===== src/rtl/siso_shift_ctrl.sv =====
// Serial-in/serial-out chain controller: shifts a parallel word out MSB first,
// flushes the external chain, and reassembles the returned bits for comparison.
module siso_shift_ctrl #(
  parameter int WIDTH = 8,
  parameter int DEPTH = 4
) (
  input  logic             clock,
  input  logic             reset,
  input  logic             in_valid,
  output logic             in_ready,
  input  logic [WIDTH-1:0] in_data,
  output logic             ser_out,
  output logic             ser_en,
  input  logic             ser_ret,
  output logic             out_valid,
  input  logic             out_ready,
  output logic [WIDTH-1:0] out_data,
  output logic             match,
  output logic             busy
);

  localparam int CW = $clog2(WIDTH + DEPTH + 1);
  localparam int IW = $clog2(WIDTH);
  localparam logic [CW-1:0] SHIFT_LAST = CW'(WIDTH - 1);
  localparam logic [CW-1:0] FLUSH_LAST = CW'(WIDTH + DEPTH - 1);
  localparam logic [CW-1:0] CAP_FIRST  = CW'(DEPTH);

  typedef enum logic [1:0] {IDLE, SHIFT, FLUSH, DONE} state_t;

  state_t          state, state_nxt;
  logic [CW-1:0]   count, count_nxt;
  logic [WIDTH-1:0] tx_reg, rx_reg;
  logic            accept;
  logic            capture;
  logic [IW-1:0]   bit_idx;

  always_ff @(posedge clock or posedge reset) begin
    if (reset) begin
      state  <= IDLE;
      count  <= '0;
      tx_reg <= '0;
      rx_reg <= '0;
    end else begin
      state <= state_nxt;
      count <= count_nxt;
      if (accept)  tx_reg <= in_data;
      if (capture) rx_reg <= {rx_reg[WIDTH-2:0], ser_ret};
    end
  end

  always_comb begin
    state_nxt = state;
    count_nxt = count;
    in_ready  = 1'b0;
    accept    = 1'b0;
    ser_en    = 1'b0;
    ser_out   = 1'b0;
    out_valid = 1'b0;
    out_data  = '0;
    match     = 1'b0;
    bit_idx   = IW'(WIDTH - 1) - count[IW-1:0];
    case (state)
      IDLE: begin
        in_ready = ~reset;
        accept   = in_valid & ~reset;
        if (accept) begin
          state_nxt = SHIFT;
          count_nxt = '0;
        end
      end
      SHIFT: begin
        ser_en    = 1'b1;
        ser_out   = tx_reg[bit_idx];
        count_nxt = count + 1'b1;
        if (count == SHIFT_LAST) state_nxt = FLUSH;
      end
      FLUSH: begin
        ser_en    = 1'b1;
        count_nxt = count + 1'b1;
        if (count == FLUSH_LAST) state_nxt = DONE;
      end
      DONE: begin
        out_valid = 1'b1;
        out_data  = rx_reg;
        match     = (rx_reg == tx_reg);
        if (out_ready) state_nxt = IDLE;
      end
      default: state_nxt = IDLE;
    endcase
  end

  // The chain delays by DEPTH enabled cycles, so returned bits start at count DEPTH.
  assign capture = ser_en & (count >= CAP_FIRST);
  assign busy    = (state != IDLE);

endmodule


===== config.mk =====
export PLATFORM = sky130hd
export DESIGN_NAME = siso_shift_ctrl
export DESIGN_NICKNAME = d
export VERILOG_FILES = /design/src/rtl/siso_shift_ctrl.sv
export SDC_FILE = /design/constraint.sdc
export NUM_CORES = 1
export LEC_CHECK = 0
export CAP_MARGIN = 20
export CELL_PAD_IN_SITES_DETAIL_PLACEMENT = 1
export CELL_PAD_IN_SITES_GLOBAL_PLACEMENT = 1
export CORE_ASPECT_RATIO = 1.25
export CORE_UTILIZATION = 35
export DETAILED_ROUTE_END_ITERATION = 16
export PLACE_DENSITY_LB_ADDON = 0.1
export SYNTH_ARGS = -nofsm -noshare
export SYNTH_HDL_FRONTEND = slang
export SYNTH_SLANG_ARGS = --single-unit

===== constraint.sdc =====
create_clock -name clock -period 1.5 [get_ports clock]
set_input_delay 0.3 -clock clock [delete_from_list [all_inputs] [get_ports clock]]
set_output_delay 0.3 -clock clock [all_outputs]
set_load 0.05 [all_outputs]

==> flow_metrics.env, run 1 <==
export IMPL_crit_start="tx_reg[5]"
export IMPL_first_pass_iters=4
export IMPL_grt_pass1_wl_um=5490
export IMPL_fin_skew_ps=2.84
export IMPL_ys_ff_latch=22
export IMPL_finalSetupTns_ps=-4010
export IMPL_critical_path_arrival_ps=1570
export IMPL_power_density_nw_per_um2=2690
export IMPL_route_detailed_drc=0
export IMPL_synth_edf_count=0
export IMPL_fin_crit_sh_pct=125
export IMPL_tightest_slew_ps=425
export IMPL_endpoint="match"
export IMPL_grt_max_degree=23
export IMPL_diodes=0
export IMPL_ios=27
export IMPL_critPathMaxFanout=3
export IMPL_r2r_end="state[1]"
export IMPL_nNetsFinal=188
export IMPL_vias=1049
export IMPL_dp_cells=189
export IMPL_leakagePower_nw=0.952
export IMPL_rows=23
export IMPL_clk_latency_ps=260
export IMPL_synth_area_leaders="dfrtp_1 46%, mux2_2 14%, ha_1 5.2%"
export IMPL_root_buffer="clkbuf_8"
export IMPL_cp_end_kind="output pin"
export IMPL_layout_drive_gt1_share_pct=60.1
export IMPL_setup_viol=24
export IMPL_synth_area_sq_um=1200
export IMPL_synth_ff_type="dfrtp_1"
export IMPL_violations="negative setup slack"
export IMPL_maxSlewViolCount=0
export IMPL_drtIter0Drc=17
export IMPL_synthCells=104
export IMPL_fin_hold_ws_ps=555
export IMPL_ys_seq_area_share_pct=45.7
export IMPL_r2r_start="state[1]"
export IMPL_die_h_um=67.6
export IMPL_finalWeightedCongestion=0.842
export IMPL_syn_to_final_growth_pct=79.9
export IMPL_routedWlPerCell_um=17.9
export IMPL_maxCapViolCount=0
export IMPL_clock_sinks=22
export IMPL_synthDistinctLibCells=30
export IMPL_worstSetupStartpointType="register"
export IMPL_detail_route_vias_per_cell=5.12
export IMPL_crit_type="register to output pin"
export IMPL_cts_tree="done"
export IMPL_r2r_slack_ps=-240
export IMPL_cts_hold_buffers=0
export IMPL_htreeDepth=1
export IMPL_vdd_drop_max_uv=2290
export IMPL_ant_nets=0
export IMPL_rr_worst_depth=6
export IMPL_rsz0062_at_grt="yes"
export IMPL_wl_um=3680
export IMPL_worst_slack_ps=-368
export IMPL_final_util_pct=66.6
export IMPL_synth_nets=122
export IMPL_coreArea_sq_um=3250
export IMPL_fmax_mhz=535
export IMPL_fp_dieW_um=54.5
export IMPL_start_util_pct=37.0
export IMPL_yosysMostFrequentCell="dfrtp_1"
export IMPL_port_buffers=26
export IMPL_finalHoldViolations=0
export IMPL_numCtsBuffers=3
export IMPL_dpl_hpwl_um=2510
export IMPL_cts_buffer_depth=2
export IMPL_required_ps=1200
export IMPL_synth_warning_count=0
export IMPL_dieArea_sq_um=3680
export IMPL_yosysTopAreaCell="dfrtp_1"
export IMPL_synth_async_sr_flop_share_pct=100
export IMPL_status="finished, violations left"
export IMPL_period_minus_slack_ps=1870
export IMPL_avgSynthCellArea_sq_um=11.6
export IMPL_synth_commonest_cells="22 x dfrtp_1, 15 x mux2_2, 9 x inv_1, 8 x and2_1"
export IMPL_antenna_found_initial=0
export IMPL_clk_pin_slew_ps=80
export IMPL_overflow=0
export IMPL_maxSlewHeadroom_pct=71.4
export IMPL_final_cells=205
export IMPL_grt_use_total_pct=21.3
export IMPL_synth_top_area_share_pct=45.7
export IMPL_hp_class="primary input to async pin"
export IMPL_grt_pass1_vias=1173
==> through the flow <==
stage          setup WS, ps  cell area [sq um]  power, W
2_1_floorplan          -377               1240   0.00299
3_3_place_gp           -160               1850   0.00438
3_5_place_dp           -263               1850   0.00452
4_1_cts                -358               2090   0.00548
5_1_grt                -458               2170   0.00614
6_report               -368               2170   0.00582
==> area by class of cell <==
class                      count  area, sq um
fill                         312         1090
multi-input combinational     72          743
timing repair buffer          62          741
sequential                    22          554
tap                           37         46.3
clock buffer                   3         41.3
inverter                       9         40.0
==> kinds of logic after synthesis <==
family	Yosys count	share of synthesized area, %
AO/OA/AOI/OAI	15	7.80
XOR/XNOR	8	5.82
adder cells (fa/ha/maj)	5	5.20
buffers and inverters	10	3.43
flip-flops	22	45.7
multiplexers	19	19.5
AND/OR/NAND/NOR	25	12.5
==> what timing repair did <==
item	4_1_cts	5_1_grt
cloned	1	0
gates resized for setup	26	16
pin swaps	10	2
buffers inserted	10	2
endpoints found under the setup margin	25	36
==> per-layer routing <==
layer | up-vias | wire [um] | global-route usage, %
met2 | 18 | 2140 | 39.0
li1 | 492 | - | -
met4 | 0 | 33 | 5.13
met5 | - | 0 | 0
met3 | 4 | 70 | 3.60
met1 | 535 | 1440 | 25.0
==> worst max-delay path: stages (launching register included) <==
cell,delay [ps]
dfrtp_1,430
xnor2_1,160
nand4_1,130
nor4_2,190
and3_1,250
buf_12,150
==> worst min-delay path by stage <==
stage / from / endpoint / slack (ps) / cells after the start
after floorplan: reset / count[0] / 290 / 1
after global placement: rx_reg[0] / rx_reg[1] / 560 / 1
after detailed placement: rx_reg[0] / rx_reg[1] / 560 / 1
after CTS: reset / state[1] / 560 / 4
after global routing: reset / state[1] / 600 / 4
final: reset / state[1] / 550 / 4
==> placed cells by master (no fill, tap or decap), drive strengths merged, types with 2 or more instances in the layout <==
| cell | count |
|---|---|
| xnor2 | 5 |
| and2 | 8 |
| nand2b | 2 |
| nand3b | 2 |
| o21ai | 5 |
| clkbuf | 3 |
| ha | 5 |
| nand3 | 3 |
| inv | 8 |
| mux4 | 2 |
| a21oi | 5 |
| xor2 | 3 |
| nor2 | 3 |
| buf | 50 |
| dfrtp | 22 |
| clkdlybuf4s50 | 12 |
| nand2 | 4 |
| mux2 | 16 |
==> power by group <==
group / total, W / leakage (nW) / internal, W / switching, W
logic: 0.00423 / 0.670 / 0.00234 / 0.00189
clock network: 0.000366 / 0.0216 / 0.000179 / 0.000187
registers: 0.00123 / 0.261 / 0.000912 / 0.000316
total: 0.00582 / 0.952 / 0.00343 / 0.00240
(Power assumes the default switching activity.)
==> run 2: changes to the inputs <==
--- a/config.mk
+++ b/config.mk
@@ -9,7 +9,7 @@
 export CELL_PAD_IN_SITES_DETAIL_PLACEMENT = 1
 export CELL_PAD_IN_SITES_GLOBAL_PLACEMENT = 1
 export CORE_ASPECT_RATIO = 1.25
-export CORE_UTILIZATION = 35
+export CORE_UTILIZATION = 41
 export DETAILED_ROUTE_END_ITERATION = 16
 export PLACE_DENSITY_LB_ADDON = 0.1
 export SYNTH_ARGS = -nofsm -noshare
==> constraint.sdc (replaced) <==
create_clock -name clock -period 2.4 [get_ports clock]
set_input_delay 0.48 -clock clock [delete_from_list [all_inputs] [get_ports clock]]
set_output_delay 0.48 -clock clock [all_outputs]
set_load 0.05 [all_outputs]
==> run 2 against run 1 <==
Effect of this change: global-route usage shrank 1.5 points; largest cell class unchanged; core utilization shrank 11 points; final area shrank 30%; combinational power shrank 67%; register-to-register slack gained 830 ps; clock-buffer cell count is the same; routed wire length shrank 27%; non-clock buffer count shrank 35; clock power shrank 55%; the run now ends clean; final cell count shrank 19%; total power shrank 60%; first-iteration DRC count shrank 59%; highest routed layer unchanged.
==> flow_metrics.env, run 2 (same netlist as run 1, synthesis figures left out) <==
export IMPL_worstSetupStartpointType="register"
export IMPL_root_buffer="clkbuf_4"
export IMPL_finalHoldViolations=0
export IMPL_cts_resized=0
export IMPL_die_h_um=62.6
export IMPL_nNetsFinal=153
export IMPL_dpl_hpwl_um=2130
export IMPL_layout_drive_gt1_share_pct=29.3
export IMPL_setup_viol=0
export IMPL_period_minus_slack_ps=2220
export IMPL_dieArea_sq_um=3160
export IMPL_power_density_nw_per_um2=1530
export IMPL_status="completed"
export IMPL_slowest_stage="mux4_2"
export IMPL_hp_class="register to register"
export IMPL_clk_pin_slew_ps=110
export IMPL_critPathMaxFanout=7
export IMPL_grt_pass1_vias=997
export IMPL_slowest_delay_ps=550
export IMPL_p_sw_w=0.00110
export IMPL_route_detailed_drc=0
export IMPL_coreArea_sq_um=2730
export IMPL_fin_skew_ps=6.02
export IMPL_vias=894
export IMPL_ios=27
export IMPL_path_cells="mux4_2 -> nand3b_1 -> nand2_1 -> buf_4"
export IMPL_swShare_pct=47.3
export IMPL_tightest_slew_ps=530
export IMPL_grt_use_total_pct=19.8
export IMPL_numCtsBuffers=3
export IMPL_leakagePower_nw=0.682
export IMPL_maxSlewViolCount=0
export IMPL_fp_dieW_um=50.5
export IMPL_overflow=0
export IMPL_detail_route_vias_per_cell=5.35
export IMPL_antenna_found_initial=0
export IMPL_crit_type="register to output pin"
export IMPL_grt_pass1_wl_um=4620
export IMPL_finalSetupTns_ps=0
export IMPL_cts_tree="done"
export IMPL_pwr_share_seq_pct=33.4
export IMPL_fmax_mhz=450
export IMPL_fill_cells=306
export IMPL_final_cell_mix="22 x dfrtp_1, 15 x mux2_2, 13 x buf_4"
export IMPL_drtIter0Drc=7
export IMPL_post_cts_setup_buffer_count=0
export IMPL_cts_hold_buffers=0
export IMPL_clock_power_share_pct=7.0
export IMPL_port_buffers=26
export IMPL_intPower_w=0.00123
export IMPL_first_pass_iters=4
export IMPL_required_ps=1920
export IMPL_p_comb_share_pct=59.6
export IMPL_fin_crit_sh_pct=92.6
export IMPL_p_total_w=0.00233
export IMPL_maxSlewHeadroom_pct=64.6
export IMPL_rsz0062_at_grt="no"
export IMPL_clk_latency_ps=300
export IMPL_cp_end_kind="output pin"
export IMPL_rows=21
export IMPL_grt_max_degree=23
export IMPL_ant_nets=0
export IMPL_vdd_drop_max_uv=870
export IMPL_htreeDepth=1
export IMPL_wl_um=2700
export IMPL_clock_sinks=22
export IMPL_routedWlPerCell_um=16.2
export IMPL_critical_path_arrival_ps=1740
export IMPL_cts_buffer_depth=2
export IMPL_diodes=0
export IMPL_layout_commonest_cell="dfrtp_1"
export IMPL_start_util_pct=44.0
export IMPL_syn_to_final_growth_pct=26.2
export IMPL_maxCapViolCount=0
export IMPL_finalWeightedCongestion=0.834
-- run 2: changes by cell type in the layout (fill, tap and decap cells not counted), sizes merged --
| cell | change |
|---|---|
| buf | -35 |
| clkinvlp | -1 |
| inv | +1 |
-- run 2: worst max-delay path: cells and delay by family, from the launching register on --
kind	cells	cell delay, ps
muxes	1	550
DFF	1	540
buffers and inverters	1	180
and+or+nand+nor	2	150
-- run 2: path summary, 6_finish.rpt --
check | endpoint | slack, ps | depth (start not counted) | from
setup / recovery | ser_out | 180 | 4 | count[2]
hold / removal | rx_reg[7] | 560 | 1 | rx_reg[7]
setup reg to reg | state[1] | 590 | 4 | state[0]
hold reg to reg | rx_reg[7] | 560 | 1 | rx_reg[7]
max in group asynchronous | rx_reg[2] | 1570 | 3 | reset
min in group asynchronous | count[2] | 600 | 3 | reset
-- run 2: per-layer routing --
metal  vias up  part of all wire [%]  track usage (%)
met4         0                   1.3             7.29
met3         4                   3.4             3.89
met2        23                    56             36.5
met5         -                     0                0
li1        420                     -                -
met1       447                    40             21.8
-- run 2: stage by stage --
step | util (%) | setup slack [ps] | area, sq um | instances | hold slack [ps]
after floorplan | - | 221 | 1200 | 104 | 469
after global placement | 54.8 | 424 | 1500 | 164 | 536
after detailed placement | 54.8 | 349 | 1500 | 164 | 538
after CTS | 55.6 | 168 | 1520 | 167 | 565
after global routing | 55.6 | 74.7 | 1520 | 167 | 594
final | 55.6 | 177 | 1520 | 167 | 564
-- run 2: power groups by stage --
| stage | clock, W | sequential [W] | combinational [W] |
|---|---|---|---|
| after CTS | 0.000170 | 0.000786 | 0.00140 |
| after detailed placement | 0 | 0.000795 | 0.00139 |
| after global placement | 0 | 0.000781 | 0.00133 |
| final | 0.000163 | 0.000779 | 0.00139 |
| after global routing | 0.000186 | 0.000815 | 0.00150 |
| after floorplan | 0 | 0.000708 | 0.00108 |
-- run 2: area by class of cell --
type	count	area, sq um	share of cell area [%]
multi-input combinational	72	612	40.3
sequential	22	551	36.2
tap	34	42.5	2.80
clock buffer	3	22.5	1.48
timing repair buffer	27	258	17.0
inverter	9	33.8	2.22
==> run 3: changes to the inputs <==
--- a/config.mk
+++ b/config.mk
@@ -11,6 +11,7 @@
 export CORE_ASPECT_RATIO = 1.25
 export CORE_UTILIZATION = 41
 export DETAILED_ROUTE_END_ITERATION = 16
+export GPL_TIMING_DRIVEN = 0
 export PLACE_DENSITY_LB_ADDON = 0.1
 export SYNTH_ARGS = -nofsm -noshare
 export SYNTH_HDL_FRONTEND = slang
==> run 3 against run 2 <==
Effect of this change: non-clock buffer count stayed put; highest routed layer unchanged; critical endpoint is now ser_en; total power fell by 1.3%; combinational power down 4%; die area is the same; first-iteration DRC count up 57%; final cell count is 0.60% higher; routed wire length decreased by 8.7%; global-route usage shrank 2.0 points; via count decreased by 1.5%; clock power rose by 28%; clock-buffer cell count increased by 1.
==> flow_metrics.env, run 3 (same netlist as run 1, synthesis figures left out) <==
export IMPL_dpl_worst_slack_ps=39.9
export IMPL_rows=21
export IMPL_rr_worst_depth=4
export IMPL_diodes=0
export IMPL_hold_end="tx_reg[5]"
export IMPL_grt_pass1_wl_um=4180
export IMPL_maxCapViolCount=0
export IMPL_fp_dieW_um=50.5
export IMPL_rsz0062_at_grt="no"
export IMPL_post_cts_setup_buffer_count=0
export IMPL_ios=27
export IMPL_detail_route_vias_per_cell=5.24
export IMPL_grt_max_degree=23
export IMPL_root_buffer="clkbuf_4"
export IMPL_postLayoutCellArea_sq_um=1510
export IMPL_finalHoldViolations=0
export IMPL_fin_skew_ps=6.59
export IMPL_finalWeightedCongestion=0.762
export IMPL_grt_use_total_pct=17.8
export IMPL_htreeDepth=1
export IMPL_finalSetupTns_ps=0
export IMPL_setup_viol=0
export IMPL_cp_end_kind="output pin"
export IMPL_dieArea_sq_um=3160
export IMPL_start_util_pct=44.0
export IMPL_fin_crit_sh_pct=95.6
export IMPL_final_cell_mix="22 x dfrtp_1, 15 x mux2_2, 12 x clkdlybuf4s50_1"
export IMPL_fill_cells=313
export IMPL_worstSetupStartpointType="register"
export IMPL_layout_drive_gt1_share_pct=21.6
export IMPL_nNetsFinal=153
export IMPL_grt_pass1_vias=932
export IMPL_hp_start="tx_reg[5]"
export IMPL_first_pass_iters=4
export IMPL_die_h_um=62.6
export IMPL_cts_buffer_depth=2
export IMPL_cts_tree="done"
export IMPL_port_buffers=26
export IMPL_hold_depth=1
export IMPL_critPathMaxFanout=7
export IMPL_clock_sinks=22
export IMPL_period_minus_slack_ps=2300
export IMPL_syn_to_final_growth_pct=25.8
export IMPL_maxSlewHeadroom_pct=43.7
export IMPL_r2r_end="state[1]"
export IMPL_worst_slack_ps=105
export IMPL_maxSlewViolCount=0
export IMPL_wl_um=2460
export IMPL_vdd_drop_max_uv=801
export IMPL_r2r_slack_ps=620
export IMPL_drtIter0Drc=11
export IMPL_tightest_slew_ps=843
export IMPL_hp_class="register to register"
export IMPL_place_area_sq_um=1510
export IMPL_route_detailed_drc=0
export IMPL_leakagePower_nw=0.703
export IMPL_status="completed"
export IMPL_coreArea_sq_um=2730
export IMPL_numCtsBuffers=3
export IMPL_crit_type="register to output pin"
export IMPL_dpl_hpwl_um=1850
export IMPL_antenna_found_initial=0
export IMPL_r2r_start="state[0]"
export IMPL_clk_pin_slew_ps=120
export IMPL_critical_path_arrival_ps=1820
export IMPL_overflow=0
export IMPL_vias=881
export IMPL_power_density_nw_per_um2=1520
export IMPL_routedWlPerCell_um=14.7
export IMPL_fmax_mhz=436
export IMPL_cts_hold_buffers=0
export IMPL_layout_commonest_cell="dfrtp_1"
export IMPL_required_ps=1920
export IMPL_ant_nets=0
export IMPL_crit_start="state[0]"
export IMPL_clk_latency_ps=320
run 3: changes by cell type in the layout (fill, tap and decap cells not counted):
cell           previous run  this run
clkbuf_2                  0         2
buf_2                     0         1
buf_4                    13         1
clkbuf_8                  0         1
buf_12                    2         0
dlygate4sd2_1             0        11
run 3: power breakdown:
group / switching (W) / total, W / internal (W)
Combinational: 0.000767 / 0.00133 / 0.000564
Clock: 0.000115 / 0.000208 / 0.0000928
Sequential: 0.000200 / 0.000763 / 0.000563
run 3: worst max-delay path, stage by stage (launching register included):
cell,delay [ps]
dfrtp_1,430
inv_1,80
ha_1,430
dlygate4sd2_1,560
run 3: through the flow:
stage	hold WS (ps)	instances	util (%)	total power, W
final	568	168	55.4	0.00230
after detailed placement	540	164	55.1	0.00218
after global routing	586	168	55.4	0.00248
after global placement	534	164	55.1	0.00214
after CTS	570	168	56.0	0.00233
after floorplan	469	104	-	0.00179
run 3: repair_timing:
item	4_1_cts	5_1_grt
resized for setup	17	5
setup endpoints to repair	14	3
gates cloned	0	0
endpoints found under the hold margin	0	0
run 3: layer usage:
layer | vias up | track usage (%) | routed length (um)
li1 | 425 | - | -
met1 | 429 | 21.1 | 1090
met2 | 22 | 31.2 | 1240
met3 | 5 | 2.92 | 93
met4 | 0 | 7.29 | 44
met5 | - | 0 | 0
run 3: final cells by class:
cell class / instances / area [sq um] / area share [%]
plain buffers: 1 / 7.51 / 0.496
clock buffers: 4 / 36.3 / 2.40
inverters: 9 / 33.8 / 2.23
multi-input cells: 72 / 612 / 40.4
flip-flops and latches: 22 / 551 / 36.4
well taps: 34 / 42.5 / 2.81
repair buffers: 26 / 231 / 15.3
run 3: worst max path at each step:
stage | to | slack (ps) | cells after the start
6_report | ser_en | 100 | 3
5_1_grt | out_data[4] | 20 | 3
4_1_cts | in_ready | 7 | 5
3_5_place_dp | in_ready | 40 | 3
3_3_place_gp | in_ready | 60 | 3
2_1_floorplan | tx_reg[5] | 220 | 6
==> RTL change: new RTL, config.mk and constraints of run 2 <==
The parameter `DEPTH` goes from 4 to 8.
--- a/src/rtl/siso_shift_ctrl.sv
+++ b/src/rtl/siso_shift_ctrl.sv
@@ -2,7 +2,7 @@
 // flushes the external chain, and reassembles the returned bits for comparison.
 module siso_shift_ctrl #(
   parameter int WIDTH = 8,
-  parameter int DEPTH = 4
+  parameter int DEPTH = 8
 ) (
   input  logic             clock,
   input  logic             reset,
Function: same outputs for any inputs over 10 cycles, from zero or initial values and one cycle with reset high; that may be too few to reach the edited logic, so the function may still have changed.
==> RTL change against run 2 <==
Synthesized area is 7.8% higher. Fmax is 1.2% lower. First-iteration DRC count is 29% lower. Critical endpoint unchanged. Non-clock buffer count is 1 higher. Sequential cell count is 1 higher. Largest power group unchanged. Global-route usage is 1.1 points lower. Sequential share of layout area is 0.75 points lower. Cell area is 6.8% higher. Worst setup slack worse by 0.027 ns. Wire length is 2.2% higher. Largest cell class unchanged. Total power is 5.9% higher. Synthesized cell count is 1.9% higher. Utilization is 1.0 points lower. Critical path type unchanged.
==> RTL change: results <==
[outcome]
status = finished clean

[routing]
firstDrtPassIters = 2
drt_iter0_drc = 5
num_vias = 897
wl_met3_um = 75
finalWirelength_um = 2760

[cts]
worstSkewPairLatency_ns = 0.32
clk_pin_slew_ns = 0.14

[sta]
timing.hold.ws_ns = 0.581
fin_skew_ns = 0.00718
timing.max_slew.rel_slack = 0.668

[logic_synthesis]
ys_seq_area_frac = 0.444
synth_area_leaders = dfrtp_1 44%, mux2_2 15%, ha_1 5.8%, and2_1 4.3%, xnor2_1 3.4%
avgSynthCellArea_sq_um = 12.2
syn_nets = 125
netlist_top_cells_count = 23 x dfrtp_1, 17 x mux2_2, 9 x and2_1, 6 x ha_1, 6 x inv_1
synth_cell_types = 35

[power]
ir_drop_mv = 0.841
p_seq_w = 0.000821
power_switching_w = 0.00116
comb_power_share = 0.591
p_leak_nw = 0.739

[global_routing]
grtUsageMet1 = 0.224
grtUsageMet2 = 0.334
met3_usage = 0.0282
grt_max_degree = 24
grt_first_pass_wirelength_um = 4620

[worst_setup_path]
ff2ff_setup_slack_ns = 0.53
rr_startpoint = count[0]
r2r_cells = 5

[worst_hold_path]
hold_path_class = input port to asynchronous set/reset pin

[finish]
drive_gt1_frac = 0.346
fin_nets = 156
final_cell_count_no_fill = 172

[place]
placed_cell_area_sq_um = 1590
gp_congestion = 0.707
dp_hpwl_um = 2120
==> RTL change: final cells by class <==
type                    count  area (sq um)
inverters                   6          22.5
clock buffers               3          22.5
well taps                  36          45.0
fillers                   323          1350
multi-input cells          75           683
repair buffers             28           268
flip-flops and latches     23           576
clock inverters             1          5.00
==> RTL change: stage by stage <==
stage               setup WS (ns)  power [W]   util
floorplan                   0.270    0.00191      -
global placement            0.461    0.00225  0.536
detailed placement          0.421    0.00231  0.536
CTS                         0.123    0.00250  0.545
global route               0.0547    0.00264  0.545
finish                      0.149    0.00247  0.545
==> RTL change: logic make-up (layout without fill, tap and decap cells) <==
kind of cell | count (synthesis) | after routing | synth area share
AOI/OAI and AO/OA | 14 | 14 | 0.100
DFF | 23 | 23 | 0.444
adders and majority gates | 6 | 6 | 0.0579
xor gates and xnor gates | 8 | 8 | 0.0540
and+or+nand+nor | 26 | 26 | 0.122
muxes | 21 | 21 | 0.192
buffers and inverters | 8 | 38 | 0.0299
